**config.mk**
```make
export PLATFORM = sky130hd
export DESIGN_NAME = seg7_mux_receiver_flat
export DESIGN_NICKNAME = d
export VERILOG_FILES = /design/src/rtl/seg7_pkg.sv /design/src/rtl/seg7_mux_receiver_if.sv /design/src/rtl/seg7_decode.sv /design/src/rtl/seg7_mux_receiver.sv /design/src/flat_wrapper.sv
export SDC_FILE = /design/constraint.sdc
export NUM_CORES = 1
export LEC_CHECK = 0
export ABC_CLOCK_PERIOD_IN_PS = 2900
export CAP_MARGIN = 20
export CORE_UTILIZATION = 40
export DETAILED_ROUTE_END_ITERATION = 8
export GPL_TIMING_DRIVEN = 0
export REMOVE_ABC_BUFFERS = 1
export SETUP_SLACK_MARGIN = 0.15
export SYNTH_ARGS = -nofsm -noshare
export SYNTH_HDL_FRONTEND = slang
export SYNTH_HIERARCHICAL = 1
export SYNTH_SLANG_ARGS = --single-unit
```
**constraint.sdc**
```tcl
create_clock -name clk -period 2.9 [get_ports clk]
set_input_delay 0.435 -clock clk [delete_from_list [all_inputs] [get_ports clk]]
set_output_delay 0.435 -clock clk [all_outputs]
set_load 0.005 [all_outputs]
```
**src/rtl/seg7_pkg.sv**
```systemverilog
// Shared seven-segment definitions: active-low GFEDCBA glyphs, blank codes and
// the receiver's phase-settle state encoding.
package seg7_pkg;

  localparam logic [6:0] SEG_NUM0  = 7'h40;
  localparam logic [6:0] SEG_NUM1  = 7'h79;
  localparam logic [6:0] SEG_NUM2  = 7'h24;
  localparam logic [6:0] SEG_NUM3  = 7'h30;
  localparam logic [6:0] SEG_NUM4  = 7'h19;
  localparam logic [6:0] SEG_NUM5  = 7'h12;
  localparam logic [6:0] SEG_NUM6  = 7'h02;
  localparam logic [6:0] SEG_NUM7  = 7'h78;
  localparam logic [6:0] SEG_NUM8  = 7'h00;
  localparam logic [6:0] SEG_NUM9  = 7'h10;
  localparam logic [6:0] SEG_BLANK = 7'h7F;

  localparam logic [3:0] BCD_BLANK = 4'hF;

  typedef enum logic {
    ST_SETTLE   = 1'b0,
    ST_CAPTURED = 1'b1
  } rx_state_e;

  // One snapshot of the multiplexed bus.
  typedef struct packed {
    logic       sel;
    logic [6:0] pins;
  } bus_sample_t;

  typedef struct packed {
    logic       legal;
    logic       blank;
    logic [3:0] bcd;
  } seg_dec_t;

  localparam bus_sample_t BUS_IDLE = '{sel: 1'b0, pins: SEG_BLANK};

endpackage

```
**src/rtl/seg7_mux_receiver_if.sv**
```systemverilog
// Bus-side and result-side signals of the multiplexed seven-segment receiver.
interface seg7_mux_receiver_if;

  logic       i_digit_sel;
  logic [6:0] i_digit_pins;
  logic [3:0] o_digit_tens;
  logic [3:0] o_digit_ones;
  logic [1:0] o_blank;
  logic       o_valid;
  logic       o_update;
  logic       o_error;

  modport slave (
    input  i_digit_sel,
    input  i_digit_pins,
    output o_digit_tens,
    output o_digit_ones,
    output o_blank,
    output o_valid,
    output o_update,
    output o_error
  );

  modport master (
    output i_digit_sel,
    output i_digit_pins,
    input  o_digit_tens,
    input  o_digit_ones,
    input  o_blank,
    input  o_valid,
    input  o_update,
    input  o_error
  );

endinterface

```
**src/rtl/seg7_decode.sv**
```systemverilog
// Combinational inverse of the display driver's glyph table: active-low
// GFEDCBA pattern to BCD, with blank and illegal-pattern flags.
module seg7_decode
  import seg7_pkg::*;
(
  input  logic [6:0] pins_i,
  output seg_dec_t   dec_o
);

  always_comb begin
    // NOTE: every output gets a default before the case so no path leaves it
    // unassigned, which would otherwise infer a latch.
    dec_o = '{legal: 1'b1, blank: 1'b0, bcd: BCD_BLANK};
    case (pins_i)
      SEG_NUM0:  dec_o.bcd = 4'd0;
      SEG_NUM1:  dec_o.bcd = 4'd1;
      SEG_NUM2:  dec_o.bcd = 4'd2;
      SEG_NUM3:  dec_o.bcd = 4'd3;
      SEG_NUM4:  dec_o.bcd = 4'd4;
      SEG_NUM5:  dec_o.bcd = 4'd5;
      SEG_NUM6:  dec_o.bcd = 4'd6;
      SEG_NUM7:  dec_o.bcd = 4'd7;
      SEG_NUM8:  dec_o.bcd = 4'd8;
      SEG_NUM9:  dec_o.bcd = 4'd9;
      SEG_BLANK: dec_o.blank = 1'b1;
      default:   dec_o.legal = 1'b0;
    endcase
  end

endmodule

```
**src/rtl/seg7_mux_receiver.sv**
```systemverilog
// Recovers the tens/ones digits from a two-digit multiplexed seven-segment bus:
// synchronize, wait for each phase to settle, decode once, hold the result.
module seg7_mux_receiver
  import seg7_pkg::*;
#(
  parameter int unsigned SETTLE_CYCLES = 16
) (
  input  logic                 clk,
  input  logic                 reset,
  seg7_mux_receiver_if.slave   bus
);

  localparam int unsigned       CNT_W    = (SETTLE_CYCLES > 1) ? $clog2(SETTLE_CYCLES) : 1;
  localparam logic [CNT_W-1:0]  CNT_LAST = CNT_W'(SETTLE_CYCLES - 1);

  bus_sample_t      sync1_q, sync2_q;
  bus_sample_t      prev_q, prev_d;
  logic [CNT_W-1:0] cnt_q, cnt_d;
  rx_state_e        state_q, state_d;
  logic             bus_change;
  logic             capture;
  seg_dec_t         dec;

  logic [3:0] tens_q, tens_d;
  logic [3:0] ones_q, ones_d;
  logic [1:0] blank_q, blank_d;
  logic       valid_q, valid_d;
  logic       update_q, update_d;
  logic       error_q, error_d;

  // Two-stage synchronizer; the bus is driven from another clock domain.
  always_ff @(posedge clk or posedge reset) begin
    if (reset) begin
      sync1_q <= BUS_IDLE;
      sync2_q <= BUS_IDLE;
    end else begin
      // NOTE: non-blocking assignments so every flop samples the pre-edge
      // value; blocking here would collapse the two stages into one.
      sync1_q <= '{sel: bus.i_digit_sel, pins: bus.i_digit_pins};
      sync2_q <= sync1_q;
    end
  end

  assign bus_change = (sync2_q != prev_q);

  always_ff @(posedge clk or posedge reset) begin
    if (reset) begin
      prev_q  <= BUS_IDLE;
      cnt_q   <= '0;
      state_q <= ST_SETTLE;
    end else begin
      prev_q  <= prev_d;
      cnt_q   <= cnt_d;
      state_q <= state_d;
    end
  end

  // A change on either sel or pins restarts the window; a full window fires
  // exactly one capture, after which the counter is frozen.
  always_comb begin
    prev_d  = prev_q;
    cnt_d   = cnt_q;
    state_d = state_q;
    capture = 1'b0;
    if (bus_change) begin
      prev_d  = sync2_q;
      cnt_d   = '0;
      state_d = ST_SETTLE;
    end else begin
      case (state_q)
        ST_SETTLE: begin
          if (cnt_q == CNT_LAST) begin
            state_d = ST_CAPTURED;
            capture = 1'b1;
          end else begin
            cnt_d = cnt_q + CNT_W'(1);
          end
        end
        ST_CAPTURED: ;
        default: state_d = ST_SETTLE;
      endcase
    end
  end

  seg7_decode u_decode (
    .pins_i (prev_q.pins),
    .dec_o  (dec)
  );

  always_comb begin
    tens_d   = tens_q;
    ones_d   = ones_q;
    blank_d  = blank_q;
    valid_d  = valid_q;
    update_d = 1'b0;
    error_d  = 1'b0;
    if (capture) begin
      if (!dec.legal) begin
        error_d = 1'b1;
      end else begin
        if (prev_q.sel) begin
          tens_d     = dec.bcd;
          blank_d[1] = dec.blank;
          update_d   = (dec.bcd != tens_q);
        end else begin
          ones_d     = dec.bcd;
          blank_d[0] = dec.blank;
          update_d   = (dec.bcd != ones_q);
        end
        valid_d = ~|blank_d;
      end
    end
  end

  always_ff @(posedge clk or posedge reset) begin
    if (reset) begin
      tens_q   <= BCD_BLANK;
      ones_q   <= BCD_BLANK;
      blank_q  <= 2'b11;
      valid_q  <= 1'b0;
      update_q <= 1'b0;
      error_q  <= 1'b0;
    end else begin
      tens_q   <= tens_d;
      ones_q   <= ones_d;
      blank_q  <= blank_d;
      valid_q  <= valid_d;
      update_q <= update_d;
      error_q  <= error_d;
    end
  end

  assign bus.o_digit_tens = tens_q;
  assign bus.o_digit_ones = ones_q;
  assign bus.o_blank      = blank_q;
  assign bus.o_valid      = valid_q;
  assign bus.o_update     = update_q;
  assign bus.o_error      = error_q;

endmodule

```
**src/flat_wrapper.sv**
```systemverilog
// flat-port wrapper written by rule: the top's interface ports become plain ports
module seg7_mux_receiver_flat import seg7_pkg::*;
#(
  parameter int unsigned SETTLE_CYCLES = 16
)
  (clk, reset, bus_i_digit_sel, bus_i_digit_pins, bus_o_digit_tens, bus_o_digit_ones, bus_o_blank, bus_o_valid, bus_o_update, bus_o_error);
  seg7_mux_receiver_if bus_i ();
  input  logic clk;
  input  logic reset;
  input wire logic [$bits(bus_i.i_digit_sel)-1:0] bus_i_digit_sel;
  input wire logic [$bits(bus_i.i_digit_pins)-1:0] bus_i_digit_pins;
  output wire logic [$bits(bus_i.o_digit_tens)-1:0] bus_o_digit_tens;
  output wire logic [$bits(bus_i.o_digit_ones)-1:0] bus_o_digit_ones;
  output wire logic [$bits(bus_i.o_blank)-1:0] bus_o_blank;
  output wire logic [$bits(bus_i.o_valid)-1:0] bus_o_valid;
  output wire logic [$bits(bus_i.o_update)-1:0] bus_o_update;
  output wire logic [$bits(bus_i.o_error)-1:0] bus_o_error;
  assign bus_i.i_digit_sel = bus_i_digit_sel;
  assign bus_i.i_digit_pins = bus_i_digit_pins;
  assign bus_o_digit_tens = bus_i.o_digit_tens;
  assign bus_o_digit_ones = bus_i.o_digit_ones;
  assign bus_o_blank = bus_i.o_blank;
  assign bus_o_valid = bus_i.o_valid;
  assign bus_o_update = bus_i.o_update;
  assign bus_o_error = bus_i.o_error;
  seg7_mux_receiver #(.SETTLE_CYCLES(SETTLE_CYCLES)) u_core (.clk(clk), .reset(reset), .bus(bus_i));
endmodule
```
; After elaboration in Yosys (flattened, before gate mapping)
; Cells that the tools add are included.
[totals]
output_inout_bits = 13
in_bits = 10
ff_bits = 42
word_cells = 62
[classes]
n_reduce_logical = 8
n_bitwise = 1
n_mux = 22
n_eq_ne = 16
n_addsub = 1
[op_table]
columns = operator, count
row1 = $pmux W4 S10, 1
row2 = $eq A7 B7 Y1 const B, 4
row3 = $eq A7 B5 Y1 const B, 3
row4 = $mux W1, 18
row5 = $eq A7 B6 Y1 const B, 2
row6 = $mux W4, 3
row7 = $reduce_or A11 Y1, 1
row8 = $ne A4 B4 Y1, 2
row9 = $ne A8 B8 Y1, 1
row10 = $eq A7 B2 Y1 const B, 1
row11 = $logic_not A7 Y1, 1
row12 = $reduce_and A3 Y1, 2
row13 = $add A4 B1 Y4 const B, 1
row14 = $eq A4 B4 Y1 const B, 1
row15 = $reduce_and A2 Y1, 2
row16 = $ne A2 B1 Y1 const B, 1
row17 = $ne A2 B2 Y1 const B, 1
row18 = $reduce_or A2 Y1, 1
row19 = $logic_not A1 Y1, 1
row20 = $not A1 Y1, 1

; Longest topological paths before layout
[logic_depth]
depth_word = 7
ltp_mapped = 9
mapped_depth_nobuf = 7

; Hierarchy
; Netlist, hierarchy kept.
[modules_own_cells]
columns = module, n_inst, area_each_um2, seq_area_each_um2, cells_per_inst
row1 = seg7_mux_receiver, 1, 1704.1, 1089.8, 107
row2 = seg7_decode, 1, 217.7, 0.0, 32

; Least setup slack after synthesis
; OpenSTA, ideal clock, no wires.
[synth_timing]
kind = reg-to-reg
start = register u_core/prev_q[4] (netlist name)
end = register u_core.blank_q[1] (netlist: u_core/bus.o_blank[1])
slack_ns = 0.375
period_less_slack_ns = 2.525
arrival_time_ns = 2.442
stages_incl_launch_ff = 9
path_buffers = 1
t_required_ns = 2.818
setup_ns = 0.082
cell_sequence = dfstp_2 nand2b_1 or4b_1 o31ai_1 or3_1 nand2_1 or4_4 buf_6 mux2_4
[synth_lines]
columns = element, line
row1 = start: declaration, seg7_mux_receiver.sv:17  ; bus_sample_t prev_q, prev_d;
row2 = start signal: assignment, seg7_mux_receiver.sv:52  ; prev_q <= prev_d;
row3 = end signal: assignment, seg7_mux_receiver.sv:126  ; blank_q <= blank_d;
row4 = end: declaration, seg7_mux_receiver.sv:26  ; logic [1:0] blank_q, blank_d;

==> summary.md <==
| Metric | Value |
|---|---|
| Status | `finished with violations` |
| Failing checks | `design-rule violations` |
| Post-synth top area cell | `dfstp_2` |
| Post-route total power | `1.11 mW` |
| Number of port buffers | `22` |
| Relative slew slack | `46.2%` |
| Top post-synthesis cells by area | `dfstp_2, dfrtp_1, xnor2_1` |
| P_leak | `0.931 nW` |
| Routed vias | `1094` |
| YS warnings | `6` |
| Avg Inst Size Synth | `13.8 um^2` |
| WP data arrival | `2900 ps` |
| VDD IR max | `363 uV` |
| Top routing layer used | `met4` |
| # diodes | `0` |
| Flops & latches, synth | `42` |
| Hold-fix buffers, CTS | `0` |
| TritonCTS Buffers | `5` |
| Placed wire-length estimate | `2.10 mm` |
| Hold Crit Depth | `0` |
| Met3 WL | `110 um` |
| CP Max Fanout | `7` |
| Vias per inst | `5.06` |
| IO Pins | `23` |
| Worst Min Path Start | `u_core/sync1_q[3]` |
| Endpoints failing hold | `0` |
| Routed wire length | `3.11 mm` |
| MaxCap Viol Count | `0` |
| Hold/Removal Path Class | `register to register` |
| Clk sinks | `42` |
| Starting DRC count in detailed routing | `20` |
| H-tree levels | `2` |
| Largest net degree at the start of global routing | `43` |
| Asr flop ratio synth | `100%` |
| First-pass GRT wire length | `5.26 mm` |
| CP Launch Type | `register` |
| Worst R2R Start | `u_core/prev_q[5]` |
| Tcrit/Tclk final | `92.3%` |
| Setup_tns | `0 ps` |
| Crit path time final | `2680 ps` |
| Nets | `174` |
| Required @ worst endpoint | `3120 ps` |
| GRT Util Overall | `13.6%` |
| EDFF count, synth | `0` |
| Filler instances | `392` |
| CTS Root Cell | `clkbuf_8` |
| Yosys cell types | `41` |
| RSZ-0062 raised after global routing | `no` |
| Slew Limit Fails | `0` |
| Area grow syn2layout | `20.0%` |
| Crit path launch | `u_core/prev_q[5]` |
| Measured slew at the worst slew-check pin | `805 ps` |
| Pwr per Cell Area | `479 mW/mm^2` |
| Longest Clk Path Bufs | `2` |
| Ratio of cells with drive above 1 in the final layout | `43.3%` |
| Pre-antenna DRT Iters | `6` |
| Core box area | `0.00447 mm^2` |
| Register area share after synthesis | `56.7%` |
| Die Span X | `71.3 um` |
| Remaining global-route overflow | `0` |
| Synth top area share | `42.4%` |
| Synth Cell Area | `0.00192 mm^2` |
| DRC violation count after routing | `2` |
| Clock slew at the register clock pins of the worst setup and hold paths | `90 ps` |
| CTS tree | `yes` |
| Top FF cell, synth | `dfstp_2` |
| Worst Reg-to-Reg Cells | `7` |
| Die ar. | `0.00509 mm^2` |
| Sum of routed wire segments on met1 | `1.31 mm` |
| Initial Util | `43.0%` |
| Setup violators final | `0` |
| Crit Path Class | `register to register` |
| WL/cell | `14.4 um` |
| Worst skew pair latency | `290 ps` |
| Syn Inst Count | `139` |
| # rows | `24` |
| Routed wl met2 | `1.62 mm` |
| Worst Clk Skew | `3.67 ps` |
| Routability cong. | `0.833` |
| Number of antenna violations at the first check in global routing | `0` |
| Max Clock Freq | `0.374 GHz` |
| Vias in the first global route | `1128` |
| Final ANT Viol Nets | `0` |
| Die H | `71.3 um` |
| Critical Path End Type | `register` |
## metal layers
layer  GRT usage [%]  up-vias
met1            15.8      535
li1                -      523
met5               0        -
met3            3.80        9
met4            6.00        0
met2            23.6       27
## cells in the mapped netlist (2+ instances only)
master,number
a21oi_1,2
a31oi_1,2
buf_6,3
clkbuf_1,9
dfrtp_1,11
dfstp_2,31
inv_1,4
mux2_2,6
mux2_4,5
mux2i_1,5
nand2_1,4
nand4_1,3
nor2_1,7
nor4_1,2
o22ai_1,2
o31ai_1,2
or3_1,3
xnor2_1,10
xnor2_4,3
xor2_1,4
## metrics by stage
step	util, %	cell area, um^2	hold WS, ps	worst slack [ps]	instances
global route	51.5	2310	363	154	216
global placement	47.8	2140	331	261	201
finish	51.5	2310	358	223	216
CTS	49.9	2230	358	194	209
floorplan	-	1850	331	429	127
detailed placement	47.8	2140	347	219	201
## layout make-up
cell class / instances / area, um^2 / share of cell area, %
clock buffer: 5 / 68.8 / 2.98
clock inverter: 3 / 25.0 / 1.09
inverter: 4 / 15.0 / 0.651
multi-input combinational: 81 / 769 / 33.4
sequential: 42 / 1090 / 47.3
tap: 52 / 65.1 / 2.82
timing repair buffer: 29 / 273 / 11.8
## what timing repair did
item,in CTS,in global routing
gates resized for setup,0,5
hold endpoints to repair,0,0
setup buffers,0,7
setup endpoints to repair,0,10
## power breakdown
| group | internal [mW] | switching [mW] | total (mW) |
|---|---|---|---|
| Sequential | 0.616 | 0.0232 | 0.639 |
| Clock | 0.174 | 0.212 | 0.386 |
| Combinational | 0.0460 | 0.0347 | 0.0806 |
| Total | 0.835 | 0.270 | 1.11 |
## path summary, 6_finish.rpt
path	slack, ps	endpoint
setup / recovery	220	u_core/bus.o_blank[1]
hold / removal	360	u_core/sync2_q[3]
setup reg to reg	220	u_core/bus.o_blank[1]
hold reg to reg	360	u_core/sync2_q[3]
max in group asynchronous	1780	u_core/bus.o_update
min in group asynchronous	610	u_core/sync1_q[7]
## cell families after synthesis
group                    after synthesis  synth area share [%]
flip-flops                            42                  56.7
AND/OR/NAND/NOR                       35                  12.9
XOR/XNOR                              18                  11.5
buffers and inverters                 16                  4.30
multiplexers                          16                  10.0
AO/OA/AOI/OAI                         11                  3.91
adder cells (fa/ha/maj)                1                 0.651
## placed cells by master, fill, tap and decap left out, types with 4 or more instances in the layout
| master | instances |
|---|---|
| dfstp_2 | 31 |
| clkdlybuf4s50_1 | 22 |
| dfrtp_1 | 11 |
| xnor2_1 | 10 |
| nor2_1 | 7 |
| buf_4 | 7 |
| mux2_2 | 6 |
| clkbuf_8 | 5 |
| mux2_4 | 5 |
| mux2i_1 | 5 |
| xor2_1 | 4 |
## registers in the layout (all words and copies together), names as in the netlist
signal / count
u_core/bus.o_blank: 2
u_core/bus.o_digit_ones: 4
u_core/bus.o_digit_tens: 4
u_core/bus.o_error: 1
u_core/bus.o_update: 1
u_core/bus.o_valid: 1
u_core/cnt_q: 4
u_core/prev_q: 8
u_core/state_q: 1
u_core/sync1_q: 8
u_core/sync2_q: 8
## worst max-delay path, stage by stage, from the launching register on
cell and delay [ps]:
dfstp_2 600, nor2b_4 180, or4b_1 470, o31ai_2 110, or3_4 200, nand2_2 90
or4_4 630, mux2_4 330
Power figures use the tool's default switching activity.
